==> src/rtl/pixel_stream_profiler.sv <==
// pixel_stream_profiler
//   Profiles a pixel stream at the byte-to-pixel output. It measures line
//   length, lines per frame and a 32-bit per-frame data signature, and it
//   flags lines or frames whose size differs from the programmed expectation.
//   Framing comes from DSI (de_o/vsync) or CSI-2 (line_valid/frame_valid),
//   and the stream carries 1, 2 or 4 pixels per clock.
//
// Ports
//   clk          pixel clock
//   reset        asynchronous, active-low reset
//   de_o, vsync  DSI data enable / vertical sync (used when RX_TYPE="DSI")
//   line_valid,
//   frame_valid  CSI-2 framing (used when RX_TYPE="CSI2")
//   pixel_data   PIXEL_COUNT lanes of PIXEL_WIDTH bits; lane k at [k*W +: W]
//   err_clear    clears the sticky error flags
//   line_len     pixel count of the last completed line
//   frame_lines  line count of the last completed frame
//   frame_sig    signature of the last completed frame
//   frame_done   one-cycle pulse when a frame closes
//   frame_cnt    completed frames since reset (saturating)
//   err_line_len sticky: a line length differed from EXP_PIXELS
//   err_line_cnt sticky: a frame line count differed from EXP_LINES
module pixel_stream_profiler #(
    parameter string RX_TYPE     = "DSI",
    parameter int    PIXEL_WIDTH = 24,
    parameter int    PIXEL_COUNT = 1,
    parameter int    EXP_PIXELS  = 1920,
    parameter int    EXP_LINES   = 1080,
    parameter int    CNT_W       = 16
) (
    input  logic                               clk,
    input  logic                               reset,
    input  logic                               de_o,
    input  logic                               vsync,
    input  logic                               line_valid,
    input  logic                               frame_valid,
    input  logic [PIXEL_WIDTH*PIXEL_COUNT-1:0] pixel_data,
    input  logic                               err_clear,
    output logic [CNT_W-1:0]                   line_len,
    output logic [CNT_W-1:0]                   frame_lines,
    output logic [31:0]                        frame_sig,
    output logic                               frame_done,
    output logic [CNT_W-1:0]                   frame_cnt,
    output logic                               err_line_len,
    output logic                               err_line_cnt
);

    localparam bit               IS_CSI2   = (RX_TYPE == "CSI2");
    localparam bit               CHK_PIX   = (EXP_PIXELS != 0);
    localparam bit               CHK_LINES = (EXP_LINES != 0);
    localparam int               DW        = PIXEL_WIDTH * PIXEL_COUNT;
    localparam logic [CNT_W-1:0] CNT_MAX   = '1;
    localparam logic [CNT_W-1:0] EXP_PIX_C = CNT_W'(EXP_PIXELS);
    localparam logic [CNT_W-1:0] EXP_LIN_C = CNT_W'(EXP_LINES);
    localparam logic [CNT_W:0]   PIX_STEP  = (CNT_W+1)'(PIXEL_COUNT);

    typedef enum logic [1:0] {
        ST_IDLE,
        ST_FRAME,
        ST_LINE
    } state_t;

    state_t state_q, state_d;

    // Input stage (s1) and previous-sample history (p1)
    logic          de_s1, vs_s1, lv_s1, fv_s1;
    logic [DW-1:0] pd_s1;
    logic          s1_valid;
    logic          vs_p1, fv_p1;

    logic             armed, armed_d;
    logic [CNT_W-1:0] pix_cnt, pix_cnt_d;
    logic [CNT_W-1:0] line_cnt, line_cnt_d;
    logic [31:0]      sig, sig_d;

    logic             f_ind, a_ind, f_rise, f_fall;
    logic             frame_start, frame_end, cnt_en, line_close;
    logic [CNT_W-1:0] closed_lines;
    logic [CNT_W:0]   pix_sum;
    logic [31:0]      fold, sig_base;
    logic             el_set, ec_set;

    function automatic logic [CNT_W-1:0] sat_inc(input logic [CNT_W-1:0] v);
        return (v == CNT_MAX) ? v : v + 1'b1;
    endfunction

    always_comb begin
        fold = '0;
        for (int unsigned k = 0; k < PIXEL_COUNT; k++) begin
            fold = fold ^ 32'(pd_s1[k*PIXEL_WIDTH +: PIXEL_WIDTH]);
        end
    end

    always_comb begin
        f_ind        = IS_CSI2 ? fv_s1 : (vs_s1 & ~vs_p1);
        a_ind        = IS_CSI2 ? (lv_s1 & fv_s1) : de_s1;
        // DSI frame indicator is already a pulse, so its "rise" is itself
        f_rise       = IS_CSI2 ? (fv_s1 & ~fv_p1) : f_ind;
        f_fall       = IS_CSI2 ? (~fv_s1 & fv_p1) : f_ind;

        frame_start  = armed & f_rise & (!IS_CSI2 || state_q == ST_IDLE);
        frame_end    = (state_q != ST_IDLE) & f_fall;
        // The start cycle already belongs to the new frame
        cnt_en       = a_ind & ((state_q != ST_IDLE) | frame_start);
        line_close   = (state_q == ST_LINE) & ~a_ind;

        // A line closing together with the frame is counted into it
        closed_lines = line_close ? sat_inc(line_cnt) : line_cnt;

        armed_d      = armed | (IS_CSI2 ? (s1_valid & ~fv_s1) : 1'b1);

        pix_sum      = {1'b0, pix_cnt} + PIX_STEP;
        if (frame_start) begin
            pix_cnt_d = cnt_en ? PIX_STEP[CNT_W-1:0] : '0;
        end else if (line_close) begin
            pix_cnt_d = '0;
        end else if (cnt_en) begin
            pix_cnt_d = pix_sum[CNT_W] ? CNT_MAX : pix_sum[CNT_W-1:0];
        end else begin
            pix_cnt_d = pix_cnt;
        end

        line_cnt_d   = frame_start ? '0 : closed_lines;

        sig_base     = frame_start ? '0 : sig;
        sig_d        = cnt_en ? ({sig_base[30:0], sig_base[31]} ^ fold) : sig_base;

        el_set       = line_close & CHK_PIX & (pix_cnt != EXP_PIX_C);
        ec_set       = frame_end & CHK_LINES & (closed_lines != EXP_LIN_C);
    end

    always_comb begin
        state_d = state_q;
        if (frame_start) begin
            state_d = cnt_en ? ST_LINE : ST_FRAME;
        end else if (frame_end) begin
            state_d = ST_IDLE;
        end else begin
            case (state_q)
                ST_FRAME: if (a_ind)  state_d = ST_LINE;
                ST_LINE:  if (!a_ind) state_d = ST_FRAME;
                default:  state_d = state_q;
            endcase
        end
    end

    always_ff @(posedge clk or negedge reset) begin
        if (!reset) state_q <= ST_IDLE;
        else        state_q <= state_d;
    end

    always_ff @(posedge clk or negedge reset) begin
        if (!reset) begin
            de_s1        <= 1'b0;
            vs_s1        <= 1'b0;
            lv_s1        <= 1'b0;
            fv_s1        <= 1'b0;
            pd_s1        <= '0;
            s1_valid     <= 1'b0;
            vs_p1        <= 1'b0;
            fv_p1        <= 1'b0;
            armed        <= 1'b0;
            pix_cnt      <= '0;
            line_cnt     <= '0;
            sig          <= '0;
            line_len     <= '0;
            frame_lines  <= '0;
            frame_sig    <= '0;
            frame_done   <= 1'b0;
            frame_cnt    <= '0;
            err_line_len <= 1'b0;
            err_line_cnt <= 1'b0;
        end else begin
            de_s1        <= de_o;
            vs_s1        <= vsync;
            lv_s1        <= line_valid;
            fv_s1        <= frame_valid;
            pd_s1        <= pixel_data;
            s1_valid     <= 1'b1;
            vs_p1        <= vs_s1;
            fv_p1        <= fv_s1;
            armed        <= armed_d;
            pix_cnt      <= pix_cnt_d;
            line_cnt     <= line_cnt_d;
            sig          <= sig_d;
            frame_done   <= frame_end;
            err_line_len <= el_set | (err_line_len & ~err_clear);
            err_line_cnt <= ec_set | (err_line_cnt & ~err_clear);
            if (line_close) line_len <= pix_cnt;
            if (frame_end) begin
                frame_lines <= closed_lines;
                frame_sig   <= sig;
                frame_cnt   <= sat_inc(frame_cnt);
            end
        end
    end

endmodule
==> config.mk <==
export PLATFORM = sky130hd
export DESIGN_NAME = pixel_stream_profiler
export DESIGN_NICKNAME = d
export VERILOG_FILES = /design/src/rtl/pixel_stream_profiler.sv
export SDC_FILE = /design/constraint.sdc
export NUM_CORES = 1
export LEC_CHECK = 0
export ABC_CLOCK_PERIOD_IN_PS = 2800
export BUFFER_PORTS_ARGS = -buffer_cell sky130_fd_sc_hd__buf_4
export CAP_MARGIN = 20
export CORE_ASPECT_RATIO = 0.8
export CORE_MARGIN = 1.5
export CORE_UTILIZATION = 30
export DETAILED_ROUTE_END_ITERATION = 12
export PLACE_DENSITY = 0.53
export SLEW_MARGIN = 40
export SYNTH_ARGS = -nofsm -noshare
export SYNTH_HDL_FRONTEND = slang
export SYNTH_SLANG_ARGS = --single-unit
export TNS_END_PERCENT = 10
==> constraint.sdc <==
create_clock -name clk -period 2.8 [get_ports clk]
set_input_delay 0.56 -clock clk [delete_from_list [all_inputs] [get_ports clk]]
set_output_delay 0.56 -clock clk [all_outputs]
set_load 0.02 [all_outputs]
[Word level (Yosys, flattened, before mapping)]
Cells that the tools add are included.
Cells by class
  add/sub/neg operators: 3
  eq/ne operators: 8
  mux-type cells: 16
  bitwise gates (word level): 17
  reductions and logical operators: 5
Operators by type and width (count)
  $mux W16: 7
  $mux W32: 2
  $add A16 B1 Y16 const B: 2
  $eq A16 B16 Y1 const B: 2
  $ne A16 B11 Y1 const B: 2
  $xor A32 B24 Y32: 1
  $add A16 B1 Y17 const B: 1
  $mux W2: 5
  $and A1 B1 Y1: 9
  $ne A4 B4 Y1 const B: 2
  $not A1 Y1: 4
  $pmux W2 S2: 1
  $reduce_bool A4 Y1: 1
  $or A1 B1 Y1: 3
  $reduce_and A3 Y1: 1
  $reduce_bool A3 Y1: 1
  $eq A2 B1 Y1 const B: 1
  $eq A2 B2 Y1 const B: 1
  $reduce_and A2 Y1: 1
  $reduce_bool A2 Y1: 1
  $mux W1: 1
Word-level totals
  bits in registers: 177
  bits of input ports: 31
  output and inout port bits: 83
  logic and storage cells: 65

[Longest topological paths before layout]
  depth after elaboration: 8
  depth in mapped cells: 9
  mapped depth without buffers: 7

[Worst setup path after synthesis]
Ideal clock, no wire load.
  kind: reg2reg
  start point: register line_cnt[0]
  end point: register err_line_cnt
  library setup time: 136 ps
  data arrival time: 2101 ps
  data required time: 2664 ps
  setup slack: 563 ps
  stages on the path, launching flop included: 9
  buffers on the path: 1
  period minus slack after synthesis: 2237 ps
  cells stage by stage: dfrtp_1 -> ha_1 -> nand3_2 -> o41ai_2 -> buf_4 -> nor3b_2 -> o221ai_2 -> nor4b_2 -> a32oi_1
Between the ends
  word-level cells in the longest chain between the ends: 6
  elaborated cells between the ends (all ways): 7
  classes of those cells: add/sub: 1; eq/ne: 2; mux: 2; bitwise: 2
RTL lines
  start, declared: RTL line 73  | logic [CNT_W-1:0] line_cnt, line_cnt_d;
  start signal, assigned: RTL line 184  | line_cnt <= line_cnt_d;
  $add A16 B1 Y16 or $eq A16 B16 Y1 (tied branches): RTL line 84  | return (v == CNT_MAX) ? v : v + 1'b1;
  $mux W16: RTL line 84
  $mux W16 (*): RTL line 108  | closed_lines = line_close ? sat_inc(line_cnt) : line_cnt;
  $ne A16 B11 Y1 (*): RTL line 129  | ec_set = frame_end & CHK_LINES & (closed_lines != EXP_LIN_C);
  $and A1 B1 Y1 (*): RTL line 129
  $or A1 B1 Y1 (*): RTL line 188  | err_line_cnt <= ec_set | (err_line_cnt & ~err_clear);
  end signal, assigned: RTL line 188
  end, declared: RTL line 45  | output logic err_line_cnt
Every way passes the cells marked *; elsewhere a longest branch is shown, timed or not.
A chain may end at the register's enable or synchronous reset.

[Worst setup path after layout]
Ends and elaborated chain as after synthesis.

==> impl_metrics.json <==
{
  "synth_area_leaders": "dfrtp_1, nand2_1, o21ai_0",
  "p_leak_uw": 0.004480,
  "clk_latency_ps": 430,
  "yosysTopAreaCellShare_pct": 57.88,
  "rsz0062_at_grt": "false",
  "outcome": "finished, final reports clean",
  "placed_cell_area_mm2": 0.008919,
  "track_usage_pct": 14.47,
  "start_util_pct": 30.39,
  "hold_violations": 0,
  "clock.fmax_ghz": 0.4067,
  "multiInputGateArea_mm2": 0.003013,
  "cp_max_fo": 7,
  "ff_latch_area_mm2": 0.004429,
  "tightest_slew_ps": 601.6,
  "drive_gt1_share_pct": 19.93,
  "path_clk_slew_ps": 70,
  "mappedNetlistNets": 827,
  "cts_tree": "built",
  "postRouteAntennaNets": 0,
  "synth_edf_count": 0,
  "clock_path_buffers": 2,
  "cp.required_ps": 3130,
  "port_buffers": 111,
  "cts-root-buf": "clkbuf_16",
  "die_x_um": 181.6,
  "fin_setup_tns_ps": 0,
  "synth_common_cells": "nand2_1, dfrtp_1, o21ai_0",
  "initialDrtViolationCount": 419,
  "min-delay-path-class": "input pin to asynchronous set/reset pin",
  "crit_path_cell_trace": "ha_1 > nand3_2 > o41ai_2 > buf_4 > o21ai_0 > a21boi_0 > and4_1 > a32oi_1",
  "postCtsHoldBufs": 0,
  "remaining_drc_errors": 0,
  "dr_total_vias": 5919,
  "overflow": 0,
  "cpMaxStageDelayCell": "o41ai_2",
  "vias_per_cell": 4.781,
  "layout_min_cycle_time_ps": 2459,
  "die_area_mm2": 0.02648,
  "clock-sinks": 177,
  "die_h_um": 145.9,
  "max_slew_margin_pct": 59.89,
  "stdcell_count": 1238,
  "area_delta_synth_final_pct": 24.31,
  "fin_crit_sh_pct": 87.81,
  "finalSetupViolCount": 0,
  "antenna_found_initial": 1,
  "synth_area_per_cell_um2": 9.662,
  "boundaryPins": 114,
  "fill_cells": 2523,
  "finish.utilization_pct": 37.78,
  "synthArstFlopShare_pct": 100.0,
  "synth-main-ff-cell": "dfrtp_1",
  "syn_area_mm2": 0.007652,
  "vdd_drop_max_mv": 0.3965,
  "coreArea_mm2": 0.02518,
  "place_hpwl_um": 12390,
  "first_global_vias": 5675,
  "critPathLaunchType": "register",
  "grt_pass1_wl_um": 30480,
  "cts_resized": 0,
  "final_nets": 935,
  "skew_ps": 7.531,
  "cts_buffers": 17,
  "crit_path_max_incr_delay_ps": 480,
  "grt_max_degree": 65,
  "synth.most_common_cell": "nand2_1",
  "powerDensity_mw_per_mm2": 779.2,
  "dr.pass1.iters": 5,
  "maxCapViolCount": 0,
  "crit_family": "compound AO/OA/AOI/OAI gates",
  "post-cts-setup-buffers": 0,
  "end_kind": "register",
  "fp-row-count": 52,
  "power_uw": 7412,
  "synth.yosys.seq_area_share_pct": 57.88,
  "drv_slew": 0,
  "htree_levels": 4,
  "crit_buf_inv": 1,
  "wire_per_inst_um": 15.05,
  "yosysWarningCount": 0,
  "cp.arrival_ps": 2790,
  "path_class": "register to register",
  "ys_ff_latch": 177,
  "finalInstanceArea_mm2": 0.009513,
  "synthCells": 792,
  "drt_wl_total_um": 18630,
  "placed_cells": 1205,
  "place_congestion": 0.8162,
  "ys_types": 62,
  "yosysTopAreaCell": "dfrtp_1"
}
## registers in the layout, summed over array words and instances, names as in the netlist
register and cells:
a_ind 1, armed 1, err_line_cnt 1, err_line_len 1, frame_cnt 16, frame_done 1, frame_lines 16, frame_sig 32
line_cnt 16, line_len 16, pd_s1 24, pix_cnt 16, sig 32, state_q 2, vs_p1 1, vs_s1 1
## area by class of cell
type / instances / area share (%)
flip-flops and latches: 177 / 46.56
multi-input cells: 558 / 31.67
repair buffers: 131 / 10.67
clock buffers: 18 / 4.617
well taps: 324 / 4.261
clock inverters: 14 / 1.605
inverters: 15 / 0.5919
diodes: 1 / 0.02631
## worst register-to-register path, cell delays in order, from the launching register on
cell and delay (ps):
dfrtp_1 450, ha_1 260, nand3_2 220, o41ai_2 490, buf_4 220, o21ai_0 140
a21boi_0 170, and4_1 210, a32oi_1 210
## final timing paths
kind	cells after the start	slack (ps)	start	end
setup / recovery	8	340	line_cnt[0]	err_line_cnt
hold / removal	1	140	reset	err_line_len
setup reg to reg	8	340	line_cnt[0]	err_line_cnt
hold reg to reg	0	400	vs_s1	vs_p1
max in group asynchronous	2	1980	reset	frame_lines[10]
min in group clk	1	240	pixel_data[11]	pd_s1[11]
## power by group
part | switching (uW) | leakage, uW | internal, uW
clock network | 1070 | 0.000291 | 1350
logic | 922 | 0.00185 | 679
registers | 384 | 0.00234 | 3010
total | 2380 | 0.00448 | 5040
## cells in the final DEF, fill, tap and decap left out, types with 3 or more instances in the layout
| cell type | netlist | final |
|---|---|---|
| dfrtp_1 | 177 | 177 |
| nor2_1 | 55 | 55 |
| and4_1 | 3 | 3 |
| nand3_1 | 13 | 13 |
| a21oi_1 | 41 | 41 |
| mux2i_1 | 4 | 4 |
| clkinv_2 | 0 | 3 |
| buf_4 | 1 | 128 |
| inv_6 | 0 | 4 |
| o21ai_0 | 96 | 95 |
| ha_1 | 4 | 4 |
| clkinv_4 | 0 | 4 |
| o31ai_1 | 4 | 4 |
| inv_1 | 15 | 15 |
| xor2_1 | 5 | 5 |
| nor4_1 | 4 | 4 |
| nand4_1 | 11 | 11 |
| clkbuf_16 | 0 | 17 |
| a21o_1 | 5 | 5 |
| nand2b_1 | 3 | 3 |
| and3_1 | 4 | 4 |
| a22o_1 | 7 | 7 |
| and2_1 | 4 | 3 |
| nand2_1 | 198 | 198 |
| a31oi_1 | 3 | 3 |
| xnor2_1 | 20 | 20 |
| nor3_1 | 7 | 7 |
| nor3b_1 | 25 | 25 |
## metal layers
metal,routed length (um),global-route usage (%)
met3,886,3.428
met1,9665,21.88
met2,7923,20.65
met5,0,0
met4,153,3.583
## through the flow
step	worst slack, ps	hold WS (ps)
2_1_floorplan	563.3	264.4
3_3_place_gp	365.4	387.2
3_5_place_dp	312.4	387.2
4_1_cts	290.0	145.7
5_1_grt	60.40	161.8
6_report	341.4	142.1
## cell families (layout without fill, tap and decap cells)
kind of cell    count (synthesis)  after routing  synth area share [%]
other cells                     1              2               0.04900
xor+xnor                       25             25                 2.861
simple gates                  348            348                 21.57
fa+ha+maj                       6              6                0.9157
mux                             6              6                0.8175
buf+inv                        57            178                 3.057
flops                         177            177                 57.88
compound gates                172            172                 12.85
(Power assumes the default switching activity.)
